File: src/rtl/program_memory.sv
// program_memory: parametrised instruction store with combinational read, direct write,
// streaming loader (auto-increment pointer, valid/ready) and a multi-cycle clear sweep. Optional parity: PROGRAM_MEMORY_PARITY_EN.
module program_memory #(
    parameter int WIDTH = 12,
    parameter int DEPTH = 8,
    localparam int AW = $clog2(DEPTH)
) (
    input  logic             clk,
    input  logic             reset,
    input  logic [AW-1:0]    rd_index,
    output logic [WIDTH-1:0] rd_data,
    input  logic             wr_en,
    input  logic [AW-1:0]    wr_index,
    input  logic [WIDTH-1:0] wr_data,
    input  logic             st_valid,
    input  logic [WIDTH-1:0] st_data,
    input  logic             st_last,
    output logic             st_ready,
    input  logic             clear,
    output logic             busy,
    output logic [AW:0]      count,
    output logic             full,
`ifdef PROGRAM_MEMORY_PARITY_EN
    input  logic             par_inject,
    output logic             parity_err,
`endif
    output logic             loaded
);

    typedef enum logic {IDLE, CLEAR} state_t;

    localparam logic [AW:0]   DEPTH_W  = (AW+1)'(DEPTH);
    localparam logic [AW-1:0] LAST_IDX = AW'(DEPTH - 1);

    state_t             state_q, state_d;
    logic [WIDTH-1:0]   mem_q [DEPTH];
    logic [WIDTH-1:0]   mem_d [DEPTH];
    logic [AW-1:0]      clr_ptr_q, clr_ptr_d;
    logic [AW-1:0]      ld_ptr_q, ld_ptr_d;
    logic [AW:0]        count_q, count_d;
    logic               loaded_q, loaded_d;
    logic               accept;
    logic               wr_ok;
    logic               rd_in_range;
`ifdef PROGRAM_MEMORY_PARITY_EN
    logic               par_q [DEPTH];
    logic               par_d [DEPTH];
`endif

    assign full        = (count_q == DEPTH_W);
    assign st_ready    = (state_q == IDLE) && !full && !clear;
    assign accept      = st_valid && st_ready;
    assign wr_ok       = wr_en && ({1'b0, wr_index} < DEPTH_W);
    assign rd_in_range = ({1'b0, rd_index} < DEPTH_W);
    assign rd_data     = rd_in_range ? mem_q[rd_index] : '0;
    assign busy        = (state_q == CLEAR);
    assign count       = count_q;
    assign loaded      = loaded_q;
`ifdef PROGRAM_MEMORY_PARITY_EN
    assign parity_err  = rd_in_range ? (^{mem_q[rd_index], par_q[rd_index]}) : 1'b0;
`endif

    always_comb begin
        state_d   = state_q;
        mem_d     = mem_q;
        clr_ptr_d = clr_ptr_q;
        ld_ptr_d  = ld_ptr_q;
        count_d   = count_q;
        loaded_d  = loaded_q;
`ifdef PROGRAM_MEMORY_PARITY_EN
        par_d     = par_q;
`endif
        case (state_q)
            IDLE: begin
                // Direct write first so a same-address stream beat overrides it.
                if (wr_ok) begin
                    mem_d[wr_index] = wr_data;
`ifdef PROGRAM_MEMORY_PARITY_EN
                    par_d[wr_index] = (^wr_data) ^ par_inject;
`endif
                end
                if (clear) begin
                    state_d   = CLEAR;
                    clr_ptr_d = '0;
                    ld_ptr_d  = '0;
                    count_d   = '0;
                    loaded_d  = 1'b0;
                end else if (accept) begin
                    mem_d[ld_ptr_q] = st_data;
`ifdef PROGRAM_MEMORY_PARITY_EN
                    par_d[ld_ptr_q] = (^st_data) ^ par_inject;
`endif
                    count_d = count_q + (AW+1)'(1);
                    if (st_last) begin
                        loaded_d = 1'b1;
                        ld_ptr_d = '0;
                    end else begin
                        ld_ptr_d = ld_ptr_q + AW'(1);
                    end
                end
            end
            CLEAR: begin
                mem_d[clr_ptr_q] = '0;
`ifdef PROGRAM_MEMORY_PARITY_EN
                par_d[clr_ptr_q] = 1'b0;
`endif
                clr_ptr_d = clr_ptr_q + AW'(1);
                if (clr_ptr_q == LAST_IDX) begin
                    state_d   = IDLE;
                    clr_ptr_d = '0;
                end
            end
            default: state_d = IDLE;
        endcase
    end

    always_ff @(posedge clk) begin
        if (reset) begin
            state_q   <= IDLE;
            mem_q     <= '{default: '0};
            clr_ptr_q <= '0;
            ld_ptr_q  <= '0;
            count_q   <= '0;
            loaded_q  <= 1'b0;
`ifdef PROGRAM_MEMORY_PARITY_EN
            par_q     <= '{default: 1'b0};
`endif
        end else begin
            state_q   <= state_d;
            mem_q     <= mem_d;
            clr_ptr_q <= clr_ptr_d;
            ld_ptr_q  <= ld_ptr_d;
            count_q   <= count_d;
            loaded_q  <= loaded_d;
`ifdef PROGRAM_MEMORY_PARITY_EN
            par_q     <= par_d;
`endif
        end
    end

endmodule

File: config.mk
export PLATFORM = sky130hd
export DESIGN_NAME = program_memory
export DESIGN_NICKNAME = d
export VERILOG_FILES = /design/src/rtl/program_memory.sv
export SDC_FILE = /design/constraint.sdc
export NUM_CORES = 1
export LEC_CHECK = 0
export BUFFER_PORTS_ARGS = -buffer_cell sky130_fd_sc_hd__buf_2
export CAP_MARGIN = 0
export CORE_MARGIN = 8
export CORE_UTILIZATION = 55
export DETAILED_ROUTE_END_ITERATION = 12
export GPL_ROUTABILITY_DRIVEN = 0
export PLACE_DENSITY = 0.74
export SETUP_SLACK_MARGIN = 0.05
export SYNTH_ARGS = -nofsm -noshare
export SYNTH_HDL_FRONTEND = slang
export SYNTH_SLANG_ARGS = --single-unit
File: constraint.sdc
create_clock -name clk -period 2.05 [get_ports clk]
set_input_delay 0.1025 -clock clk [delete_from_list [all_inputs] [get_ports clk]]
set_output_delay 0.1025 -clock clk [all_outputs]
set_load 0.005 [all_outputs]
# Word level (Yosys, flattened, before mapping)
# Cells that the tools add are included.
dict set report word_totals {
  regBits 108
  input_bits 36
  output_inout_bits 20
  elab_cells 75
}
dict set report op_classes {
  add_sub_neg 3
  order_cmp 7
  n_eq_ne 3
  muxes 30
  n_bitwise 7
  reduce_logical 12
}
# op count
set op_table {}
lappend op_table {{$mux 96} 4}
lappend op_table {{$bwmux 96} 2}
lappend op_table {{$pmux 96 s2} 1}
lappend op_table {{$demux 12 s3} 3}
lappend op_table {{$and 96x96->96} 1}
lappend op_table {{$not 96->96} 1}
lappend op_table {{$mux 12} 5}
lappend op_table {{$bmux 12 s3} 1}
lappend op_table {{$ge 4x4->1 const B} 4}
lappend op_table {{$not 3->4} 4}
lappend op_table {{$mux 3} 5}
lappend op_table {{$lt 4x1->1 const B} 3}
lappend op_table {{$mux 4} 2}
lappend op_table {{$add 3x1->3 const B} 2}
lappend op_table {{$logic_and 1x1->1} 6}
lappend op_table {{$pmux 3 s2} 1}
lappend op_table {{$mux 1} 5}
lappend op_table {{$add 4x1->4 const B} 1}
lappend op_table {{$eq 4x4->1 const B} 1}
lappend op_table {{$reduce_bool 2->1} 2}
lappend op_table {{$eq 3x3->1 const B} 1}
lappend op_table {{$reduce_and 3->1} 1}
lappend op_table {{$logic_not 1->1} 2}
lappend op_table {{$ne 2x2->1 const B} 1}
lappend op_table {{3 further kinds} 3}

# Logic depth before layout (Yosys ltp)
dict set report logic_depth {
  depth_word 12
  ltp_mapped 8
}

# Worst setup path after synthesis
# OpenSTA, ideal clock, no wires.
dict set report synth_path {
  path_type {register to register}
  start {register count_q[0] (netlist: count[0])}
  end {register mem_q[10] (netlist bit)}
  arrival_time_ps 1561
  required_time_ps 1933
  setup_slack_ps 371
  path_stages_with_launch 9
  n_path_buf 2
  synth_period_minus_slack_ps 1679
  path_cell_list {dfxtp_1 -> inv_1 -> ha_1 -> nand3b_1 -> buf_4 -> nand3_4 -> clkbuf_1 -> or2_0 -> a32o_1}
}
dict set report synth_between {
  elab_chain_cells 8
}
# element line
set synth_rtl {}
lappend synth_rtl {{start: declaration} 40} ;# logic [AW:0] count_q, count_d;
lappend synth_rtl {{start signal: assignment} 133} ;# count_q <= count_d;
lappend synth_rtl {{$eq 4x4->1} 50} ;# assign full = (count_q == DEPTH_W);
lappend synth_rtl {{$logic_not 1->1} 51} ;# assign st_ready = (state_q == IDLE) && !full && !clear;
lappend synth_rtl {{$logic_and 1x1->1 (2 in series)} 51}
lappend synth_rtl {{$logic_and 1x1->1} 52} ;# assign accept = st_valid && st_ready;
lappend synth_rtl {{$mux 96} 88} ;# end else if (accept) begin
lappend synth_rtl {{$mux 96} 82} ;# if (clear) begin
lappend synth_rtl {{$pmux 96 s2} 73} ;# case (state_q)
lappend synth_rtl {{end signal: assignment} 130} ;# mem_q <= mem_d;
lappend synth_rtl {{end: declaration} 36} ;# logic [WIDTH-1:0] mem_q [DEPTH];
# No other way between the ends.
# A chain may end at the register's enable or synchronous reset.

# Final worst setup path
dict set report layout_path {
  start {register count_q[0] (netlist: count[0])}
  end {register mem_q[82] (netlist bit)}
}
# Same word-level chain as after synthesis.

==> results.yml <==
status:
  status: "complete, no violations"
die:
  initial_core_util_pct: 55.8
  ioPinCount: 56
  fp.dieW_microns: 126
  dieArea_sq_um: 15900
  core_sq_um: 11900
  placementRows: 40
  die_y_microns: 126
worst_setup_path:
  start_kind: "flop"
  reg2reg_to: "mem_q[82]$_SDFF_PP0_"
  r2r-start: "count[0]$_SDFFE_PP0P_"
  crit_required_ps: 2300
  cp_max_fo: 10
  critPathKind: "flop to flop"
  endpoint_kind: "flop"
  rrSetupSlack_ps: 190
  rr_worst_depth: 7
  arrival_ps: 2110
power:
  power_leakage_nw: 2.90
  p_per_area_nw_per_um2: 614
  ir_worst_vdd_v: 0.000309
  power.total_mw: 4.58
min_path:
  holdPathStages: 2
  hold_class: "input pin to flop"
  hold_path_end: "clr_ptr_q[2]$_SDFFE_PP0P_"
  min_from: "reset"
synthesis:
  ys_seq_area_share_pct: 32.5
  synth_edf_count: 0
  synthDistinctLibCells: 44
  ys_ff_latch: 108
  syn_area_sq_um: 6650
  ys_warn_count: 0
  synth_nets: 802
  ys_async_sr_fraction_pct: 0
  syn_area_per_cell_sq_um: 8.74
  syn_inst: 761
  ys.flop_type: "dfxtp_1"
clock_network:
  cts_tree: "yes"
  hold_buffers: 0
  clock_latency_ps: 360
  cts.htree.levels: 3
  post-cts-setup-buffer-count: 0
  cts.clk_slew.worst_paths_ps: 80
  numCtsBuffers: 9
  cts_buffer_depth: 2
  cts_sinks: 108
  cts-root-buf: "clkbuf_16"
timing:
  worst_slack_ps: 194
  setup-violations-final: 0
  maxSlewHeadroom_pct: 64.1
  layout_min_cycle_time_ps: 1860
  maxSlewViolCount: 0
  fin_crit_sh_pct: 90.5
  worst_pin_slew_ps: 538
  fmax_mhz: 539
  hold_violations: 0
  finClkSkew_ps: 15.7
  tns_ps: 0
  rsz0062_at_grt: "false"
global_routing:
  grt_overflow: 0
  grt_pass1_wl_microns: 30900
  antenna_found_initial: 0
  grt_util_all_layers_pct: 24.2
  grt_pass1_vias: 5929
  grt_max_degree: 45
cells_and_area:
  drive_above_1_share_pct: 21.0
  mostFrequentLayoutCell: "o21ai_0"
  fillCellCount: 993
  nNetsFinal: 837
  final_core_util_pct: 62.6
  syn_to_final_growth_pct: 12.1
  final_cell_mix: "133 x o21ai_0, 108 x dfxtp_1, 98 x nand2_1"
  diodes: 0
placement:
  place_ws_ps: 158
  portBuffers: 55
  dp.final_hpwl_microns: 13300
routing:
  post_drt_via_cell_ratio: 6.21
  drc: 0
  vias: 5885
  firstDrtPassIters: 5
  ant_nets: 0
  drt-total-wl_microns: 19200
  drtIter0Drc: 553
  routedWlPerCell_microns: 20.2
job:
  cap_violations: 0
## metal layers
| metal | track usage, % | wire length [microns] | up-vias | share of wire [%] |
|---|---|---|---|---|
| met5 | 0 | 0 | - | 0 |
| met4 | 12.1 | 660 | 0 | 3.4 |
| met3 | 3.21 | 981 | 58 | 5.1 |
| met2 | 42.5 | 9810 | 193 | 51 |
| met1 | 28.6 | 7720 | 2866 | 40 |
| li1 | - | - | 2768 | - |
## critical path, stage by stage (launching register included)
cell and delay, ps:
dfxtp_1 390, inv_1 80, ha_1 220, nand3b_1 110, buf_4 190, nand3_1 190, or2_2 330, a32o_1 260
## cells by family (layout without fill, tap and decap cells)
group	Yosys count	after routing	share of synthesized area, %
mux	132	132	24.6
fa+ha+maj	5	5	0.941
flops	108	108	32.5
simple gates	241	241	19.9
compound gates	197	197	16.4
xor+xnor	4	4	0.527
buf+inv	74	114	5.10
## metrics by stage
stage | cells | hold slack, ps | instance area (sq um)
after floorplan | 761 | 281 | 6650
after global placement | 932 | 424 | 7160
after detailed placement | 932 | 433 | 7160
after CTS | 948 | 67.8 | 7450
after global routing | 948 | 77.6 | 7460
final | 948 | 76.6 | 7460
## Yosys cell counts (4+ instances only)
| master | n | area share, % |
|---|---|---|
| or2_2 | 15 | 1.4 |
| dfxtp_1 | 108 | 33 |
| mux2i_1 | 96 | 14 |
| mux4_2 | 24 | 8.1 |
| a32o_1 | 16 | 2.4 |
| a21oi_1 | 5 | 0.38 |
| buf_6 | 4 | 0.68 |
| and2_1 | 63 | 5.9 |
| nor2_1 | 12 | 0.68 |
| ha_1 | 5 | 0.94 |
| nand3_1 | 8 | 0.60 |
| o21ai_1 | 29 | 2.2 |
| nor3_1 | 5 | 0.38 |
| xnor2_1 | 4 | 0.53 |
| inv_1 | 8 | 0.45 |
| buf_2 | 7 | 0.53 |
| nand2_1 | 98 | 5.5 |
| mux2_2 | 12 | 2.0 |
| o21ai_0 | 133 | 10 |
| clkbuf_1 | 49 | 2.8 |
| buf_4 | 6 | 0.68 |
| a31oi_1 | 8 | 0.75 |
| and2_0 | 17 | 1.6 |
## report_power, final
group | internal (mW) | leakage [nW] | switching (mW)
Clock | 0.859 | 0.141 | 0.895
Combinational | 0.266 | 1.88 | 0.362
Sequential | 2.15 | 0.874 | 0.0450
Total | 3.27 | 2.90 | 1.30
## registers in the layout (all words and copies together) (netlist names)
signal / flops
loaded: 1
mem_q: 96
busy: 1
ld_ptr_q: 3
clr_ptr_q: 3
count: 4
## how the worst max path moves through the flow
stage / start / endpoint / cells past startpoint
final: count[0]$_SDFFE_PP0P_ / mem_q[82]$_SDFF_PP0_ / 7
after global routing: count[0]$_SDFFE_PP0P_ / mem_q[72]$_SDFF_PP0_ / 7
after CTS: count[0]$_SDFFE_PP0P_ / mem_q[62]$_SDFF_PP0_ / 7
after detailed placement: count[0]$_SDFFE_PP0P_ / mem_q[71]$_SDFF_PP0_ / 7
after global placement: count[0]$_SDFFE_PP0P_ / mem_q[71]$_SDFF_PP0_ / 7
after floorplan: count[0]$_SDFFE_PP0P_ / mem_q[10]$_SDFF_PP0_ / 8
## final cells by class
cell class / count / area (sq um) / area share (%)
clock inverters: 7 / 70.1 / 0.940
clock buffers: 9 / 225 / 3.02
flip-flops and latches: 108 / 2160 / 29.0
multi-input cells: 579 / 4160 / 55.8
inverters: 8 / 30.0 / 0.403
well taps: 147 / 184 / 2.47
repair buffers: 90 / 626 / 8.39
## repair_timing
action / in CTS / in global routing
endpoints found under the setup margin: 0 / 7
gates resized for setup: 0 / 1
hold endpoints to repair: 0 / 0
Power figures use the tool's default switching activity.
